==> src/rtl/baby_pkg.sv <==
// Shared constants for the Manchester Baby store: command opcodes,
// control sub-codes, FSM state encoding and default geometry.
package baby_pkg;

  localparam int ADDR_W_DEF = 5;
  localparam int DATA_W_DEF = 32;

  // Command byte opcode field, bits [7:6]
  localparam logic [1:0] OP_NOP   = 2'b00;
  localparam logic [1:0] OP_WRITE = 2'b01;
  localparam logic [1:0] OP_READ  = 2'b10;
  localparam logic [1:0] OP_CTRL  = 2'b11;

  // Control sub-code field, bits [1:0] of an OP_CTRL byte (2'b11 is ignored)
  localparam logic [1:0] CTRL_HALT   = 2'b00;
  localparam logic [1:0] CTRL_RUN    = 2'b01;
  localparam logic [1:0] CTRL_STATUS = 2'b10;

  // Host-side FSM states; the enum names the encoding, the localparams are
  // what the RTL compares against.
  typedef enum logic [1:0] {
    S_IDLE    = 2'd0,
    S_WR_DATA = 2'd1,
    S_RD_SEND = 2'd2,
    S_ST_SEND = 2'd3
  } state_e;

  localparam logic [1:0] ST_IDLE    = S_IDLE;
  localparam logic [1:0] ST_WR_DATA = S_WR_DATA;
  localparam logic [1:0] ST_RD_SEND = S_RD_SEND;
  localparam logic [1:0] ST_ST_SEND = S_ST_SEND;

endpackage

==> src/rtl/baby_store_if.sv <==
// Core RAM port plus byte-wide host channel of the Baby store.
// Handshake rule (both directions): a byte moves at a rising clock edge
// where valid and ready are both 1; the sender holds the byte stable while
// valid is 1 and the byte has not yet moved.
interface baby_store_if #(
  parameter int ADDR_W = baby_pkg::ADDR_W_DEF,
  parameter int DATA_W = baby_pkg::DATA_W_DEF
);
  logic [ADDR_W-1:0] cpu_addr_i;
  logic [DATA_W-1:0] cpu_data_i;
  logic [DATA_W-1:0] cpu_data_o;
  logic              cpu_rw_en_i;
  logic              cpu_stop_i;
  logic              cpu_reset_o;
  logic [7:0]        host_byte_i;
  logic              host_valid_i;
  logic              host_ready_o;
  logic [7:0]        host_byte_o;
  logic              host_valid_o;
  logic              host_ready_i;
  logic [1:0]        fsm_state;     // debug view of the host FSM

  modport slave (
    input  cpu_addr_i, cpu_data_i, cpu_rw_en_i, cpu_stop_i,
           host_byte_i, host_valid_i, host_ready_i,
    output cpu_data_o, cpu_reset_o, host_ready_o, host_byte_o,
           host_valid_o, fsm_state
  );

  modport master (
    output cpu_addr_i, cpu_data_i, cpu_rw_en_i, cpu_stop_i,
           host_byte_i, host_valid_i, host_ready_i,
    input  cpu_data_o, cpu_reset_o, host_ready_o, host_byte_o,
           host_valid_o, fsm_state
  );
endinterface

==> src/rtl/baby_store_array.sv <==
// Register array with async clear: one write port, two combinational
// read ports (core and host snapshot).
module baby_store_array
  import baby_pkg::*;
#(
  parameter int ADDR_W = ADDR_W_DEF,
  parameter int DATA_W = DATA_W_DEF
) (
  input  logic              clock,
  input  logic              reset_i,
  input  logic              we,
  input  logic [ADDR_W-1:0] waddr,
  input  logic [DATA_W-1:0] wdata,
  input  logic [ADDR_W-1:0] raddr_a,
  output logic [DATA_W-1:0] rdata_a,
  input  logic [ADDR_W-1:0] raddr_b,
  output logic [DATA_W-1:0] rdata_b
);

  localparam int DEPTH = 2 ** ADDR_W;

  logic [DATA_W-1:0] mem [DEPTH];

  // Clear every word on reset, otherwise commit the single write port
  always_ff @(posedge clock or posedge reset_i) begin
    if (reset_i) begin
      mem <= '{default: '0};
    end else if (we) begin
      mem[waddr] <= wdata;
    end
  end

  assign rdata_a = mem[raddr_a];
  assign rdata_b = mem[raddr_b];

endmodule

==> src/rtl/baby_store.sv <==
// Baby store top: 2**ADDR_W x DATA_W memory shared between the core's RAM
// port and a byte-serial host load/readback channel. Whenever the host
// touches the store the core is held in reset until an explicit RUN.
module baby_store
  import baby_pkg::*;
#(
  parameter int ADDR_W = ADDR_W_DEF,
  parameter int DATA_W = DATA_W_DEF
) (
  input  logic         clock,
  input  logic         reset_i,
  baby_store_if.slave  bus
);

  localparam int NBYTES = DATA_W / 8;
  localparam int CNT_W  = (NBYTES > 1) ? $clog2(NBYTES) : 1;
  localparam logic [CNT_W-1:0] LAST = CNT_W'(NBYTES - 1);

  logic [1:0]        state;
  logic [ADDR_W-1:0] addr;
  logic [CNT_W-1:0]  cnt;
  logic [DATA_W-1:0] word_buf;   // assembles write words, shifts read words
  logic              cpu_reset;

  logic              accept;
  logic              take;
  logic [1:0]        opcode;
  logic [1:0]        ctrl;
  logic [ADDR_W-1:0] cmd_addr;
  logic [DATA_W-1:0] fill_word;
  logic [DATA_W-1:0] snap;
  logic              host_we;
  logic              core_we;
  logic              we;
  logic [ADDR_W-1:0] waddr;
  logic [DATA_W-1:0] wdata;

  assign accept   = bus.host_valid_i & bus.host_ready_o;
  assign take     = bus.host_valid_o & bus.host_ready_i;
  assign opcode   = bus.host_byte_i[7:6];
  assign ctrl     = bus.host_byte_i[1:0];
  assign cmd_addr = bus.host_byte_i[ADDR_W-1:0];

  assign bus.host_ready_o = (state == ST_IDLE) || (state == ST_WR_DATA);
  assign bus.host_valid_o = (state == ST_RD_SEND) || (state == ST_ST_SEND);
  assign bus.host_byte_o  = bus.host_valid_o ? word_buf[7:0] : 8'h00;
  assign bus.cpu_reset_o  = cpu_reset;
  assign bus.fsm_state    = state;

  // Current write word with the incoming byte dropped into lane cnt
  always_comb begin
    fill_word = word_buf;
    fill_word[int'(cnt) * 8 +: 8] = bus.host_byte_i;
  end

  // Write port mux: host writes only happen while the core is held, so the
  // two sources never collide. The core gate uses the pre-edge cpu_reset.
  always_comb begin
    host_we = (state == ST_WR_DATA) && accept && (cnt == LAST);
    core_we = bus.cpu_rw_en_i & ~cpu_reset;
    we      = host_we | core_we;
    waddr   = host_we ? addr : bus.cpu_addr_i;
    wdata   = host_we ? fill_word : bus.cpu_data_i;
  end

  baby_store_array #(.ADDR_W(ADDR_W), .DATA_W(DATA_W)) u_array (
    .clock   (clock),
    .reset_i (reset_i),
    .we      (we),
    .waddr   (waddr),
    .wdata   (wdata),
    .raddr_a (bus.cpu_addr_i),
    .rdata_a (bus.cpu_data_o),
    .raddr_b (cmd_addr),
    .rdata_b (snap)
  );

  // Host command FSM: decode in IDLE, collect/send bytes LSB first
  always_ff @(posedge clock or posedge reset_i) begin
    if (reset_i) begin
      state     <= ST_IDLE;
      addr      <= '0;
      cnt       <= '0;
      word_buf  <= '0;
      cpu_reset <= 1'b1;
    end else begin
      case (state)
        ST_IDLE: begin
          if (accept) begin
            case (opcode)
              OP_WRITE: begin
                addr      <= cmd_addr;
                cnt       <= '0;
                word_buf  <= '0;
                cpu_reset <= 1'b1;
                state     <= ST_WR_DATA;
              end
              OP_READ: begin
                word_buf  <= snap;
                cnt       <= '0;
                cpu_reset <= 1'b1;
                state     <= ST_RD_SEND;
              end
              OP_CTRL: begin
                case (ctrl)
                  CTRL_HALT: cpu_reset <= 1'b1;
                  CTRL_RUN:  cpu_reset <= 1'b0;
                  CTRL_STATUS: begin
                    word_buf <= {{(DATA_W - 8){1'b0}}, ~cpu_reset,
                                 bus.cpu_stop_i, 6'b000000};
                    state    <= ST_ST_SEND;
                  end
                  default: ;
                endcase
              end
              default: ;
            endcase
          end
        end
        ST_WR_DATA: begin
          if (accept) begin
            word_buf <= fill_word;
            cnt      <= cnt + 1'b1;
            if (cnt == LAST) state <= ST_IDLE;
          end
        end
        ST_RD_SEND: begin
          if (take) begin
            word_buf <= word_buf >> 8;
            cnt      <= cnt + 1'b1;
            if (cnt == LAST) state <= ST_IDLE;
          end
        end
        ST_ST_SEND: begin
          if (take) state <= ST_IDLE;
        end
        default: state <= ST_IDLE;
      endcase
    end
  end

endmodule

==> src/flat_wrapper.sv <==
// flat-port wrapper written by rule: the top's interface ports become plain ports
module baby_store_flat import baby_pkg::*;
#(
  parameter int ADDR_W = ADDR_W_DEF,
  parameter int DATA_W = DATA_W_DEF
)
  (clock, reset_i, bus_cpu_addr_i, bus_cpu_data_i, bus_cpu_rw_en_i, bus_cpu_stop_i, bus_host_byte_i, bus_host_valid_i, bus_host_ready_i, bus_cpu_data_o, bus_cpu_reset_o, bus_host_ready_o, bus_host_byte_o, bus_host_valid_o, bus_fsm_state);
  baby_store_if #(.ADDR_W(ADDR_W), .DATA_W(DATA_W)) bus_i ();
  input  logic clock;
  input  logic reset_i;
  input wire logic [$bits(bus_i.cpu_addr_i)-1:0] bus_cpu_addr_i;
  input wire logic [$bits(bus_i.cpu_data_i)-1:0] bus_cpu_data_i;
  input wire logic [$bits(bus_i.cpu_rw_en_i)-1:0] bus_cpu_rw_en_i;
  input wire logic [$bits(bus_i.cpu_stop_i)-1:0] bus_cpu_stop_i;
  input wire logic [$bits(bus_i.host_byte_i)-1:0] bus_host_byte_i;
  input wire logic [$bits(bus_i.host_valid_i)-1:0] bus_host_valid_i;
  input wire logic [$bits(bus_i.host_ready_i)-1:0] bus_host_ready_i;
  output wire logic [$bits(bus_i.cpu_data_o)-1:0] bus_cpu_data_o;
  output wire logic [$bits(bus_i.cpu_reset_o)-1:0] bus_cpu_reset_o;
  output wire logic [$bits(bus_i.host_ready_o)-1:0] bus_host_ready_o;
  output wire logic [$bits(bus_i.host_byte_o)-1:0] bus_host_byte_o;
  output wire logic [$bits(bus_i.host_valid_o)-1:0] bus_host_valid_o;
  output wire logic [$bits(bus_i.fsm_state)-1:0] bus_fsm_state;
  assign bus_i.cpu_addr_i = bus_cpu_addr_i;
  assign bus_i.cpu_data_i = bus_cpu_data_i;
  assign bus_i.cpu_rw_en_i = bus_cpu_rw_en_i;
  assign bus_i.cpu_stop_i = bus_cpu_stop_i;
  assign bus_i.host_byte_i = bus_host_byte_i;
  assign bus_i.host_valid_i = bus_host_valid_i;
  assign bus_i.host_ready_i = bus_host_ready_i;
  assign bus_cpu_data_o = bus_i.cpu_data_o;
  assign bus_cpu_reset_o = bus_i.cpu_reset_o;
  assign bus_host_ready_o = bus_i.host_ready_o;
  assign bus_host_byte_o = bus_i.host_byte_o;
  assign bus_host_valid_o = bus_i.host_valid_o;
  assign bus_fsm_state = bus_i.fsm_state;
  baby_store #(.ADDR_W(ADDR_W), .DATA_W(DATA_W)) u_core (.clock(clock), .reset_i(reset_i), .bus(bus_i));
endmodule
==> config.mk <==
export PLATFORM = sky130hd
export DESIGN_NAME = baby_store_flat
export DESIGN_NICKNAME = d
export VERILOG_FILES = /design/src/rtl/baby_pkg.sv /design/src/rtl/baby_store_if.sv /design/src/rtl/baby_store_array.sv /design/src/rtl/baby_store.sv /design/src/flat_wrapper.sv
export SDC_FILE = /design/constraint.sdc
export NUM_CORES = 2
export LEC_CHECK = 0
export ABC_AREA = 0
export BUFFER_PORTS_ARGS = -buffer_cell sky130_fd_sc_hd__buf_2
export CORE_UTILIZATION = 58
export DETAILED_ROUTE_END_ITERATION = 10
export PLACE_DENSITY = 0.78
export SLEW_MARGIN = 20
export SYNTH_ARGS = -nofsm -noshare
export SYNTH_HDL_FRONTEND = slang
export SYNTH_SLANG_ARGS = --single-unit
==> constraint.sdc <==
create_clock -name clock -period 31 [get_ports clock]
set_input_delay 3.1 -clock clock [delete_from_list [all_inputs] [get_ports clock]]
set_output_delay 3.1 -clock clock [all_outputs]
set_load 0.02 [all_outputs]
==> impl_metrics.toml <==
[status]
status = "completed"

[worst_setup_path]
endpoint_kind = "output pin"
critPathTopFamily = "buffers and inverters"
crit_required_ns = 27.90
crit_buf_inv = 4
crit_chain = "buf_8 -> buf_4 -> buf_4 -> mux4_2 -> mux4_2 -> mux2_2 -> buf_2"
crit_path_top_delay_cell = "buf_4"
crit_arrival_ns = 7.12
max_stage_delay_ns = 0.85
worst-setup-path-type = "input pin to output pin"
startpoint_type = "input pin"
path_max_fanout = 67

[timing]
finalSetupTns_ns = 0
setup_slack_ns = 20.78
tightest_slew_ns = 1.173
rsz0062_at_grt = "false"
skew_ns = 0.03611
max_slew_margin = 0.2182
min_period_ns = 10.22
slew_violations = 0
setup_viol = 0
fin_crit_sh = 0.3298
hold_violations = 0
fmax_mhz = 97.82

[power_and_ir_drop]
powerDensity_nw_per_um2 = 71.89
vdd_drop_max_v = 0.00004818
p_int_mw = 3.048
power.share.sequential = 0.450
p_comb_frac = 0.237
power_switching_share = 0.3082
power_leakage_nw = 26.43
switchingPower_mw = 1.358
clkPwrFrac = 0.313

[place]
io_buffers = 95
place_congestion = 0.9145
dp_worst_setup_slack_ns = 20.61
dp_hpwl_um = 103900

[cells_and_area]
area_growth_pct = 9.091
antenna_cells = 0
nets = 4447
final_common_cell = "dfrtp_1"
layout-drive-gt1-share = 0.3150
final_cell_mix = "dfrtp_1, nand2_1, mux4_2"

[clock_tree]
cts_root_buf = "clkbuf_16"
cts_sinks = 1066
cts-buffers-inserted = 108
postCtsHoldBufs = 0
clkLatencyLatePin_ns = 0.73
cts_tree = "done"
clock_path_buffers = 3
htree_levels = 3
clk_pin_slew_ns = 0.06
cts_resized = 0
cts_setup_buffers = 0

[route]
via_per_inst = 7.249
drt-total-wl_um = 180100
wl_per_cell_um = 31.40
drtPass1Iterations = 6
via_count = 41570
drc = 0
ant_nets = 0
drt_iter0_markers = 5869

[die]
fp.dieW_um = 313.2
ios = 96
dieArea_um2 = 98110
start_util = 0.5887
core-area_um2 = 95440
row_count = 113
fp.dieH_um = 313.2

[synthesis]
ys_async_sr_fraction = 1.000
synth_ff_type = "dfrtp_1"
ys_warn_count = 0
synth_area_per_cell_um2 = 12.53
ys_ff_latch = 1066
ys_seq_area_frac = 0.4748
netlist_area_um2 = 56180
synth_edf_count = 0
synth_nets = 4551
syn_inst = 4485
synth.distinct_cells = 68

[global_route]
grt_max_degree = 173
grt_pass1_wl_um = 269100
grt_pass1_vias = 41210
antenna_found_initial = 5
grt_use_total = 0.3741
overflow = 0

[job]
maxCapViolations = 0

[worst_hold_path]
holdCritPathClass = "flip-flop to flip-flop"
tightest hold or removal path, cell delays in order, from the launching register on:
cell and delay, ns:
dfrtp_1 0.35, nand2_1 0.05, o21ai_0 0.06
final timing paths:
path | start | end | slack, ns | depth (start not counted)
max | bus_cpu_addr_i[0] | bus_cpu_data_o[25] | 20.78 | 7
min | u_core.u_array.mem[41] | u_core.u_array.mem[41] | 0.50 | 2
max reg2reg | u_core.cnt[0] | u_core.u_array.mem[553] | 26.24 | 6
min reg2reg | u_core.u_array.mem[41] | u_core.u_array.mem[41] | 0.50 | 2
max in group asynchronous | reset_i | u_core.u_array.mem[530] | 24.60 | 7
min in group asynchronous | reset_i | u_core.u_array.mem[897] | 2.59 | 3
cell families (layout without fill, tap and decap cells):
logic type               count (synthesis)  after routing  synth area share
flip-flops                            1066           1066            0.4748
multiplexers                           999            999            0.3132
AO/OA/AOI/OAI                          993            993            0.1010
AND/OR/NAND/NOR                        953            953           0.07113
buffers and inverters                  459            444           0.03655
adder cells (fa/ha/maj)                 15             15          0.003341
sequential cells by signal (all words and copies together), names as in the netlist:
signal	cells
u_core.bus.cpu_reset_o	1
u_core.word_buf	32
u_core.bus.fsm_state	2
u_core.cnt	2
u_core.u_array.mem	1024
u_core.addr	5
cell type report:
type,count,area [um^2]
clock buffers,163,3201
clock inverters,36,526.8
fillers,6830,34150
inverters,15,60.06
multi-input cells,2960,27640
flip-flops and latches,1066,26680
well taps,1265,1583
repair buffers,230,1599
power groups by stage:
stage | logic, mW | clock network [mW] | registers (mW)
6_report | 1.05 | 1.38 | 1.98
5_1_grt | 1.13 | 1.44 | 2.01
4_1_cts | 1.03 | 1.38 | 1.96
3_5_place_dp | 1.02 | 0 | 1.98
3_3_place_gp | 0.981 | 0 | 1.97
2_1_floorplan | 0.792 | 0 | 1.89
cell usage after synthesis, types with 18 or more instances:
cell type,instances,area share
o21ai_1,73,0.0065
o2111ai_1,19,0.0030
mux2_2,362,0.073
clkbuf_1,268,0.018
a21oi_1,151,0.013
mux2i_1,36,0.0064
o32a_1,20,0.0036
mux4_2,565,0.23
mux2_1,32,0.0064
a22oi_1,79,0.011
buf_1,31,0.0021
buf_2,107,0.0095
o21ai_2,31,0.0048
nor2_1,99,0.0066
nand2_1,730,0.049
nand4_1,18,0.0020
o21ai_0,544,0.048
nor2b_1,37,0.0041
o21a_1,24,0.0032
dfrtp_1,1065,0.47
buf_4,22,0.0029
through the flow:
stage,util,instances,instance area (um^2),power (mW),hold slack [ns]
after global routing,0.6422,5735,61290,4.572,0.5124
after detailed placement,0.6028,5534,57520,3.006,0.4837
after floorplan,-,4485,56190,2.687,0.4585
final,0.6422,5735,61290,4.406,0.4965
after CTS,0.6418,5733,61250,4.374,0.4968
after global placement,0.6026,5533,57510,2.948,0.4751
metal layers:
metal	global-route usage	part of all wire	vias to the layer above
met5	0	0.00036	-
met4	0.2210	0.067	10
met3	0.1314	0.14	759
met2	0.5324	0.44	3167
met1	0.4997	0.35	21110
li1	-	-	16520
No activity file was read; power rests on OpenSTA's default activity.
